--- config.mk ---
export PLATFORM = sky130hd
export DESIGN_NAME = one_to_four_demux
export DESIGN_NICKNAME = d
export VERILOG_FILES = /design/src/rtl/one_to_four_demux.sv
export SDC_FILE = /design/constraint.sdc
export NUM_CORES = 1
export LEC_CHECK = 0
export CORE_MARGIN = 8
export CORE_UTILIZATION = 40
export DETAILED_ROUTE_END_ITERATION = 7
export GPL_ROUTABILITY_DRIVEN = 0
export GPL_TIMING_DRIVEN = 0
export HOLD_SLACK_MARGIN = 0.08
export PLACE_DENSITY = 0.71
export SYNTH_ARGS = -nofsm -noshare
export SYNTH_HDL_FRONTEND = slang
export SYNTH_SLANG_ARGS = --single-unit
--- constraint.sdc ---
create_clock -name clk -period 1.8 [get_ports clk]
set_input_delay 0.18 -clock clk [delete_from_list [all_inputs] [get_ports clk]]
set_output_delay 0.18 -clock clk [all_outputs]
set_load 0.01 [all_outputs]
--- src/rtl/one_to_four_demux.sv ---
// ----------------------------------------------------------------------------
// one_to_four_demux
//
// Routes a valid/ready input stream to one of four output lanes chosen by
// in_sel. Each lane has a single-entry holding register and a full flag, and
// can accept a new transfer in the same cycle its held transfer is consumed,
// so every lane sustains one transfer per cycle. Each lane also counts its
// output handshakes in a saturating counter.
//
// Parameters
//   WIDTH  : payload bits per transfer
//   CNT_W  : width of each per-lane delivery counter
//
// Ports
//   clk        in   1         clock, rising edge
//   rst_n      in   1         asynchronous active-low reset
//   in_valid   in   1         upstream presents a transfer
//   in_ready   out  1         transfer is accepted this cycle (combinational)
//   in_sel     in   2         destination lane 0..3
//   in_data    in   WIDTH     payload
//   out_valid  out  4         bit i: lane i holds a transfer
//   out_ready  in   4         bit i: lane i consumer takes the held transfer
//   out_data   out  4*WIDTH   lane i payload at [i*WIDTH +: WIDTH]
//   out_count  out  4*CNT_W   lane i delivery count at [i*CNT_W +: CNT_W]
// ----------------------------------------------------------------------------
module one_to_four_demux #(
  parameter int WIDTH = 64,
  parameter int CNT_W = 8
) (
  input  logic                 clk,
  input  logic                 rst_n,
  input  logic                 in_valid,
  output logic                 in_ready,
  input  logic [1:0]           in_sel,
  input  logic [WIDTH-1:0]     in_data,
  output logic [3:0]           out_valid,
  input  logic [3:0]           out_ready,
  output logic [4*WIDTH-1:0]   out_data,
  output logic [4*CNT_W-1:0]   out_count
);

  localparam logic [CNT_W-1:0] CNT_MAX = {CNT_W{1'b1}};

  logic [3:0]       full_r;
  logic [WIDTH-1:0] data_r  [4];
  logic [CNT_W-1:0] count_r [4];

  logic             in_ready_s;
  logic [3:0]       load_s;
  logic [3:0]       hs_s;

  // Input-side ready: the selected lane is empty or is being drained now.
  // While in reset all full flags are clear, so this reads 1.
  always_comb begin
    in_ready_s = 1'b0;
    if (!full_r[in_sel] || out_ready[in_sel]) begin
      in_ready_s = 1'b1;
    end else begin
      in_ready_s = 1'b0;
    end
  end

  assign in_ready = in_ready_s;

  // Per-lane load strobe (only the selected lane) and output handshake.
  always_comb begin
    load_s = 4'b0000;
    hs_s   = 4'b0000;
    for (int i = 0; i < 4; i++) begin
      if (in_valid && in_ready_s && (in_sel == 2'(i))) begin
        load_s[i] = 1'b1;
      end else begin
        load_s[i] = 1'b0;
      end
      hs_s[i] = full_r[i] & out_ready[i];
    end
  end

  // Lane holding registers and full flags. A load wins over a drain, which
  // keeps the lane full across a simultaneous consume-and-refill.
  always_ff @(posedge clk or negedge rst_n) begin
    if (!rst_n) begin
      full_r <= 4'b0000;
      for (int i = 0; i < 4; i++) begin
        data_r[i] <= {WIDTH{1'b0}};
      end
    end else begin
      for (int i = 0; i < 4; i++) begin
        if (load_s[i]) begin
          full_r[i] <= 1'b1;
          data_r[i] <= in_data;
        end else if (hs_s[i]) begin
          full_r[i] <= 1'b0;
        end else begin
          full_r[i] <= full_r[i];
        end
      end
    end
  end

  // Saturating per-lane delivery counters.
  always_ff @(posedge clk or negedge rst_n) begin
    if (!rst_n) begin
      for (int i = 0; i < 4; i++) begin
        count_r[i] <= {CNT_W{1'b0}};
      end
    end else begin
      for (int i = 0; i < 4; i++) begin
        if (hs_s[i] && (count_r[i] != CNT_MAX)) begin
          count_r[i] <= count_r[i] + CNT_W'(1);
        end else begin
          count_r[i] <= count_r[i];
        end
      end
    end
  end

  // Pack the lane registers onto the flat output buses; these are straight
  // register taps, so nothing on the output side depends on out_ready.
  always_comb begin
    out_valid = full_r;
    out_data  = {(4*WIDTH){1'b0}};
    out_count = {(4*CNT_W){1'b0}};
    for (int i = 0; i < 4; i++) begin
      out_data[i*WIDTH +: WIDTH]  = data_r[i];
      out_count[i*CNT_W +: CNT_W] = count_r[i];
    end
  end

endmodule

==> metrics <==
Starting DRT DRC Count 352; crit-path cells nand2b_1 > mux4_2 > buf_6; Top Ports 366; Slew Limit Fails 0; final hold vios 0; CTS root buffer clkbuf_16; # setup viols final 0; clk buf depth 3; leak pwr 7.71 nW; Synth Cell Area 11900 um^2; CP Depth 3; CTS Buf Count 34; register area share after synthesis 61.6%; crit path capture type output pin; worst min path class in -> async; Max-slew headroom 59.3%; DRT Wirelength 33.5 mm; TritonCTS clock tree yes; Cells after Synth 697; WP buf/inv 1; hpwl dp 24.1 mm; NumNets Final 1183; Yosys cell types 31; max cap viols 0; CTS clk-pin slew, worst paths 0.06 ns; Final Skew 0.0165 ns; number of diodes 0; TritonRoute pass-1 iters 6; Clock Sinks 292; core area 29400 um^2; #FFs+latches synth 292; commonest non-fill, non-tap cell in the layout clkdlybuf4s50_1; Synth top area share 61.6%; crit path from out_valid[3]; DRT antenna net count 0; Slowest-stage cell, CP mux4_2; measured slew at the worst slew-check pin 0.611 ns; Initial Utilization 40.4%; Arrival @ worst endpoint 1.58 ns; outcome completed; layout cells sized above 1 29.3%; Clock Latency Late Sink 0.50 ns; Via-to-Cell Ratio 4.87; CP Max Fanout 3; Tmin final 1.76 ns; startpoint types register; Port Buf Inserts 365; Routed WL per cell 22.0 um; drc violations 0; Post-Syn Nets 774; vias in the first global route 8213; most frequent cells in the layout clkdlybuf4s50_1 (363), dfrtp_1 (291), mux2_4 (145); Worst path max stage delay 0.50 ns; Placement Rows 63; initial antenna violation count 0; Tot GR Track Use 18.4%; cell taking the most area after synthesis dfrtp_1; die area 35400 um^2; Worst VDD drop 0.000674 V; cell count of the worst reg-to-reg path 6; final cycle utilization of the critical path 97.7%; pwr dens 1310 nW/um^2; area grow syn2layout 46.0%; Setup CP Type reg -> out; Final Power 22.7 mW; largest cells by area after synthesis dfrtp_1 (62%), mux2_4 (18%), mux2_2 (8.3%); first-pass GRT wire length 51.5 mm; WP data required 1.62 ns; via count 7406; grt ovf 0; CP delay by family, top multiplexers; RSZ-0062 raised after global routing yes; Max Freq 0.568 GHz; Syn Area/Cell 17.0 um^2; RR Startpoint out_valid[3]; Min Hold Slack 0.249 ns; Die Wd 188 um; height of the die 188 um; Final TNS setup 0 ns; CTS H-Tree Depth 2; yosys warns 0; pin count of the biggest net entering global routing 112
## per-stage QoR
stage	instances	utilization, %	worst slack, ns	cell area [um^2]
after floorplan	697	-	0.314	11900
after global placement	1452	54.4	-12.24	16000
after detailed placement	1454	54.6	-0.255	16100
after CTS	1519	58.9	0.0230	17300
after global routing	1521	58.9	-0.0330	17300
final	1521	58.9	0.0405	17300
## sequential cells by signal, indices dropped and copies added (netlist names)
signal     flops
out_valid      4
out_data     256
out_count     32
## logic make-up (layout without fill, tap and decap cells)
group | Yosys count | in the layout | share of synthesized area (%)
compound gates | 17 | 17 | 0.791
xor+xnor | 16 | 16 | 1.18
fa+ha+maj | 4 | 4 | 0.422
buf+inv | 29 | 463 | 2.71
flops | 292 | 292 | 61.6
mux | 266 | 266 | 29.9
simple gates | 73 | 73 | 3.40
## layout make-up
class | count | area [um^2]
Timing Repair Buffer | 373 | 3760
Tap cell | 390 | 488
Multi-Input combinational cell | 376 | 4240
Sequential cell | 292 | 7310
Fill cell | 2275 | 12100
Buffer | 28 | 318
Inverter | 1 | 3.75
Clock buffer | 47 | 1000
Clock inverter | 14 | 199
## final timing paths
kind / slack, ns / to
max in group asynchronous: 0.52 / out_valid[1]
worst min-delay path: 0.25 / out_data[222]
worst max register to register: 0.18 / out_data[231]
min in group clk: 0.37 / out_valid[0]
worst max-delay path: 0.04 / in_ready
worst min register to register: 0.48 / out_data[39]
## metal layers
layer / vias up / wire [um] / global-route usage, %
li1: 3301 / - / -
met1: 3761 / 14000 / 23.1
met2: 296 / 15400 / 29.1
met3: 48 / 3270 / 7.73
met4: 0 / 743 / 4.76
met5: - / 0 / 0
## Yosys cell counts (all sizes together)
library cell / count
nand4: 10
and2: 2
mux2: 264
o21ai: 4
buf: 28
nor3: 5
dfrtp: 292
ha: 4
nand2: 16
a21oi: 9
mux2i: 1
nand4b: 1
nand2b: 7
and3: 4
a31oi: 4
xnor2: 12
xor2: 4
mux4: 1
nor3b: 2
and4: 4
or2: 1
nand3: 12
nor2b: 2
inv: 1
nor2: 7
## timing repair
action                                  in CTS  in global routing
hold buffers                                 1                  0
hold endpoints to repair                    73                  0
endpoints found under the setup margin       1                  1
gates resized for setup                      6                  1
pin swaps                                    0                  0
buffers inserted                             3                  2
## where the power goes
part | switching [mW] | internal [mW] | leakage [nW]
logic | 2.39 | 4.02 | 3.62
clock network | 2.68 | 4.62 | 0.598
registers | 0.969 | 7.99 | 3.50
(Power assumes the default switching activity.)
